===== config.mk =====
export PLATFORM = sky130hd
export DESIGN_NAME = hazard_forward_unit_flat
export DESIGN_NICKNAME = d
export VERILOG_FILES = /design/src/rtl/hazard_forward_unit_if.sv /design/src/rtl/hazard_forward_unit.sv /design/src/flat_wrapper.sv
export SDC_FILE = /design/constraint.sdc
export NUM_CORES = 1
export LEC_CHECK = 0
export ABC_AREA = 1
export CORE_ASPECT_RATIO = 0.7
export CORE_UTILIZATION = 49
export DETAILED_ROUTE_END_ITERATION = 6
export GPL_ROUTABILITY_DRIVEN = 1
export HOLD_SLACK_MARGIN = 0.15
export PLACE_DENSITY = 0.88
export SYNTH_ARGS = -nofsm -noshare
export SYNTH_HDL_FRONTEND = slang
export SYNTH_SLANG_ARGS = --single-unit

===== constraint.sdc =====
create_clock -name clk -period 1.35 [get_ports clk]
set_input_delay 0.27 -clock clk [delete_from_list [all_inputs] [get_ports clk]]
set_output_delay 0.27 -clock clk [all_outputs]
set_load 0.05 [all_outputs]

===== src/rtl/hazard_forward_unit_if.sv =====
// Decode <-> hazard unit bundle: issue info and sources in, stall and forward selects out.
// The master modport is the decode side and the slave modport is the hazard unit.
interface hazard_forward_unit_if #(
    parameter int DEPTH   = 3,
    parameter int NUM_SRC = 2,
    parameter int ADDR_W  = 5
);
    localparam int SEL_W = $clog2(DEPTH + 1);

    logic                      issue_valid;
    logic [ADDR_W-1:0]         issue_rd;
    logic                      issue_wb;
    logic                      issue_load;
    logic [NUM_SRC*ADDR_W-1:0] rs_addr;
    logic [NUM_SRC-1:0]        rs_used;
    logic                      flush;
    logic                      stall;
    logic [NUM_SRC*SEL_W-1:0]  fwd_sel;

    modport master (
        output issue_valid, issue_rd, issue_wb, issue_load,
        output rs_addr, rs_used, flush,
        input  stall, fwd_sel
    );

    modport slave (
        input  issue_valid, issue_rd, issue_wb, issue_load,
        input  rs_addr, rs_used, flush,
        output stall, fwd_sel
    );
endinterface


===== src/rtl/hazard_forward_unit.sv =====
// Shift-register scoreboard of in-flight rd: youngest-producer forwarding, load-use stall.
// Define HAZARD_PERF_EN to add the stall_cycles / fwd_events counters.
module hazard_forward_unit #(
    parameter int DEPTH       = 3,
    parameter int NUM_SRC     = 2,
    parameter int ADDR_W      = 5,
    parameter int LOAD_STAGES = 1
) (
    input  logic clk,
    input  logic rst_n,
    hazard_forward_unit_if.slave hz
`ifdef HAZARD_PERF_EN
    ,
    output logic [31:0] stall_cycles,
    output logic [31:0] fwd_events
`endif
);
    localparam int SEL_W = $clog2(DEPTH + 1);

    if (DEPTH < LOAD_STAGES + 1) begin : g_depth_chk
        $error("hazard_forward_unit: DEPTH must be >= LOAD_STAGES+1");
    end

    typedef struct packed {
        logic              valid;
        logic [ADDR_W-1:0] rd;
        logic              wb;
        logic              load;
    } slot_t;

    slot_t            slots [1:DEPTH];
    slot_t            ins;
    slot_t            aged;
    logic [SEL_W-1:0] youngest [NUM_SRC];
    logic             load_hit;

    function automatic logic hit(slot_t s, logic [ADDR_W-1:0] a, logic u);
        return u && s.valid && s.wb && (s.rd == a) && (s.rd != '0);
    endfunction

    // Scan oldest to youngest so the youngest matching slot is left in place.
    always_comb begin
        load_hit   = 1'b0;
        hz.fwd_sel = '0;
        for (int i = 0; i < NUM_SRC; i++) begin
            youngest[i] = '0;
            for (int k = DEPTH; k >= 1; k--) begin
                if (hit(slots[k], hz.rs_addr[i*ADDR_W +: ADDR_W], hz.rs_used[i]))
                    youngest[i] = SEL_W'(k);
            end
            for (int k = 1; k <= LOAD_STAGES; k++) begin
                if (youngest[i] == SEL_W'(k) && slots[k].load)
                    load_hit = 1'b1;
            end
            hz.fwd_sel[i*SEL_W +: SEL_W] = youngest[i];
        end
    end

    assign hz.stall = hz.issue_valid & ~hz.flush & load_hit;

    always_comb begin
        ins.valid  = hz.issue_valid & ~hz.stall & ~hz.flush;
        ins.rd     = hz.issue_rd;
        ins.wb     = hz.issue_wb;
        ins.load   = hz.issue_load;
        aged       = slots[1];
        aged.valid = slots[1].valid & ~hz.flush;
    end

    always_ff @(posedge clk or negedge rst_n) begin
        if (!rst_n) begin
            for (int k = 1; k <= DEPTH; k++)
                slots[k] <= '0;
        end else begin
            slots[1] <= ins;
            slots[2] <= aged;
            for (int k = 3; k <= DEPTH; k++)
                slots[k] <= slots[k-1];
        end
    end

`ifdef HAZARD_PERF_EN
    always_ff @(posedge clk or negedge rst_n) begin
        if (!rst_n) begin
            stall_cycles <= '0;
            fwd_events   <= '0;
        end else begin
            if (hz.stall)
                stall_cycles <= stall_cycles + 32'd1;
            if ((|hz.fwd_sel) && hz.issue_valid && !hz.stall)
                fwd_events <= fwd_events + 32'd1;
        end
    end
`endif
endmodule


===== src/flat_wrapper.sv =====
// flat-port wrapper written by rule: the top's interface ports become plain ports
module hazard_forward_unit_flat 
#(
    parameter int DEPTH       = 3,
    parameter int NUM_SRC     = 2,
    parameter int ADDR_W      = 5,
    parameter int LOAD_STAGES = 1
)
  (clk, rst_n, hz_issue_valid, hz_issue_rd, hz_issue_wb, hz_issue_load, hz_rs_addr, hz_rs_used, hz_flush, hz_stall, hz_fwd_sel);
  hazard_forward_unit_if #(.DEPTH(DEPTH), .NUM_SRC(NUM_SRC), .ADDR_W(ADDR_W)) hz_i ();
  input  logic clk;
  input  logic rst_n;
  input wire logic [$bits(hz_i.issue_valid)-1:0] hz_issue_valid;
  input wire logic [$bits(hz_i.issue_rd)-1:0] hz_issue_rd;
  input wire logic [$bits(hz_i.issue_wb)-1:0] hz_issue_wb;
  input wire logic [$bits(hz_i.issue_load)-1:0] hz_issue_load;
  input wire logic [$bits(hz_i.rs_addr)-1:0] hz_rs_addr;
  input wire logic [$bits(hz_i.rs_used)-1:0] hz_rs_used;
  input wire logic [$bits(hz_i.flush)-1:0] hz_flush;
  output wire logic [$bits(hz_i.stall)-1:0] hz_stall;
  output wire logic [$bits(hz_i.fwd_sel)-1:0] hz_fwd_sel;
  assign hz_i.issue_valid = hz_issue_valid;
  assign hz_i.issue_rd = hz_issue_rd;
  assign hz_i.issue_wb = hz_issue_wb;
  assign hz_i.issue_load = hz_issue_load;
  assign hz_i.rs_addr = hz_rs_addr;
  assign hz_i.rs_used = hz_rs_used;
  assign hz_i.flush = hz_flush;
  assign hz_stall = hz_i.stall;
  assign hz_fwd_sel = hz_i.fwd_sel;
  hazard_forward_unit #(.DEPTH(DEPTH), .NUM_SRC(NUM_SRC), .ADDR_W(ADDR_W), .LOAD_STAGES(LOAD_STAGES)) u_core (.clk(clk), .rst_n(rst_n), .hz(hz_i));
endmodule

==> results.yml <==
clock_tree:
  cts_buffers: 3
  root_buffer: "clkbuf_4"
  clk_latency_ns: 0.34
  path_clk_slew_ns: 0.14
  clockBufferDepth: 2
  cts_tree: "yes"
  htreeDepth: 1
  cts.sinks: 22
flow_run:
  maxCapViolCount: 0
die:
  dieHeight_um: 44.3
  num_rows: 14
  die_area_um2: 2770
  initial_core_util_pct: 55.0
  ios: 28
  coreArea_um2: 2280
  dieWidth_um: 62.4
layout:
  antennaDiodeCount: 0
  nets: 239
  final_cell_mix: "nand2_1, inv_1, buf_4"
  drive_gt1_share_pct: 34.9
  instances_no_fill: 247
  final_common_cell: "nand2_1"
  syn_to_final_growth_pct: 55.3
timing:
  setup_slack_ns: -0.761
  finalSetupViolCount: 6
  drv_slew: 0
  clock_skew_ns: 0.0151
  fin_crit_sh_pct: 156
  rsz0062_at_grt: "true"
  final_hold_viol_count: 0
  fin_crit_ns: 2.11
  maxSlewHeadroom_pct: 80.0
  worstMarginPinSlew_ns: 0.301
  max_freq_mhz: 474
global_routing:
  use_met2_pct: 51.5
  grtUsageMet1_pct: 30.0
  grt_pass1_wl_um: 5440
  grt.busiest_layer: "met2"
  grt_pass1_vias: 1233
  grt_antenna_before_repair: 0
  grt_max_degree: 23
  grt.total_usage_pct: 27.0
  overflow: 0
  grt.met3_usage_pct: 6.96
outcome:
  violations: "setup timing"
  outcome: "complete, but fails checks"
placed_design:
  placed_cells_incl_taps: 236
  place_hpwl_um: 2520
  io_buffers: 27
  gp_congestion: 0.855
synthesis:
  yosysSeqAreaShare_pct: 44.0
  synth_top_area_share_pct: 44.0
  post_synth_instance_area_um2: 1250
  syn_avg_cell_area_um2: 7.50
  synth_nets: 190
  yosys_warnings: 0
  ys_ff_latch: 22
  synth_area_leaders: "dfrtp_1, nand2_1, xnor2_1"
  postSynthCellCount: 167
  ys_types: 16
  synth_area_leader_cell: "dfrtp_1"
routing:
  viasPerCell: 5.71
  drtIter0Drc: 92
  vias: 1411
  wl_um: 4660
  drt-wirelength-per-cell_um: 18.8
  drt_pass1_iterations: 4
  drc: 0
  ant_nets: 0
setup_path:
  worstRegToRegCells: 9
  startpoint_type: "register"
  required_ns: 1.08
  critPathKind: "register to output pin"
  end_kind: "output pin"
  critical_path.max_fanout: 4
  r2r-end: "u_core.slots[23]$_DFF_PN0_"
  cp_data_arrival_time_ns: 1.84
  r2r_start: "u_core.aged[5]$_DFF_PN0_"
  r2r_slack_ns: -0.22
power_and_ir_drop:
  irDropWorstVdd_v: 0.000915
  p_leak_nw: 0.967
  cellPowerDensity_nw_per_um2: 828
  report.power.total_mw: 1.61
hold_path:
  holdCritPathClass: "input pin to asynchronous set/reset pin"
## worst max-delay path, cell delays in order, from the launching register on
cell	delay, ns
dfrtp_2	0.49
xnor2_1	0.29
nand2_1	0.12
nor2_1	0.15
nand2_2	0.12
a21boi_4	0.19
buf_12	0.15
## report_power, final
part           switching [mW]  internal, mW  total [mW]
clock network           0.230         0.301       0.531
logic                   0.183         0.158       0.341
registers              0.0453         0.693       0.739
total                   0.459          1.15        1.61
## layout make-up
type                            instances  area, um2
Timing Repair Buffer                   44        447
Inverter                               26       97.6
Clock buffer                            3       22.5
Clock inverter                          1       30.0
Multi-Input combinational cell        119        751
Tap cell                               32       40.0
Sequential cell                        22        558
Fill cell                             103        332
## logic make-up (layout without fill, tap and decap cells)
kind of cell              after synthesis  count (layout)  share of synthesized area, %
AOI/OAI and AO/OA                       2               2                          1.50
xor gates and xnor gates               14              14                          9.79
buffers and inverters                  26              74                          7.79
DFF                                    22              22                          44.0
and+or+nand+nor                       103             103                          37.0
## what timing repair did
item | in CTS | in global routing
hold buffers | 0 | 0
endpoints found under the hold margin | 0 | 0
buffers inserted | 3 | 4
pin swaps | 4 | 15
setup endpoints to repair | 5 | 6
resized for setup | 14 | 29
## sequential cells by signal (all words and copies together), names as in the netlist
name / count
u_core.aged: 7
u_core.slots: 15
## synth_stat cells
master and count:
nor3_1 2, nor2_8 1, a21boi_2 1, xnor2_1 14, nand2_1 59, nor2_4 1, nand2_2 1, a21boi_1 1
inv_1 22, dfrtp_1 22, nor2_1 20, nand4_1 3, nand3_2 3, inv_2 4, nor2_2 4, nand3_1 9
## layer usage
metal  vias up  part of all wire [%]  wire, um
li1        597                     -         -
met1       660                    36      1670
met2       105                    49      2270
met3        49                   8.0       373
met4         0                   7.3       342
met5         -                     0         0
## worst max-delay path by stage
stage                               end                  startpoint  slack, ns
after CTS                 hz_fwd_sel[1]    u_core.aged[3]$_DFF_PN0_      -0.64
after global routing      hz_fwd_sel[3]  u_core.slots[12]$_DFF_PN0_      -0.81
after floorplan                hz_stall    u_core.aged[5]$_DFF_PN0_      -0.14
final                     hz_fwd_sel[3]  u_core.slots[12]$_DFF_PN0_      -0.76
after detailed placement  hz_fwd_sel[1]               hz_rs_addr[1]      -0.65
after global placement         hz_stall               hz_rs_addr[4]      -0.61
## per-stage QoR
stage	hold WS [ns]	setup slack, ns	util, %	area (um2)	TNS, ns
final	0.271	-0.761	85.4	1950	-3.86
after detailed placement	0.368	-0.646	75.7	1720	-3.31
after global placement	0.359	-0.611	75.7	1720	-3.09
after global routing	0.279	-0.806	85.4	1950	-4.10
after floorplan	-0.0256	-0.136	-	1290	-0.482
after CTS	0.285	-0.645	79.7	1820	-3.08
Note: power is estimated with default switching activity, not from simulation.
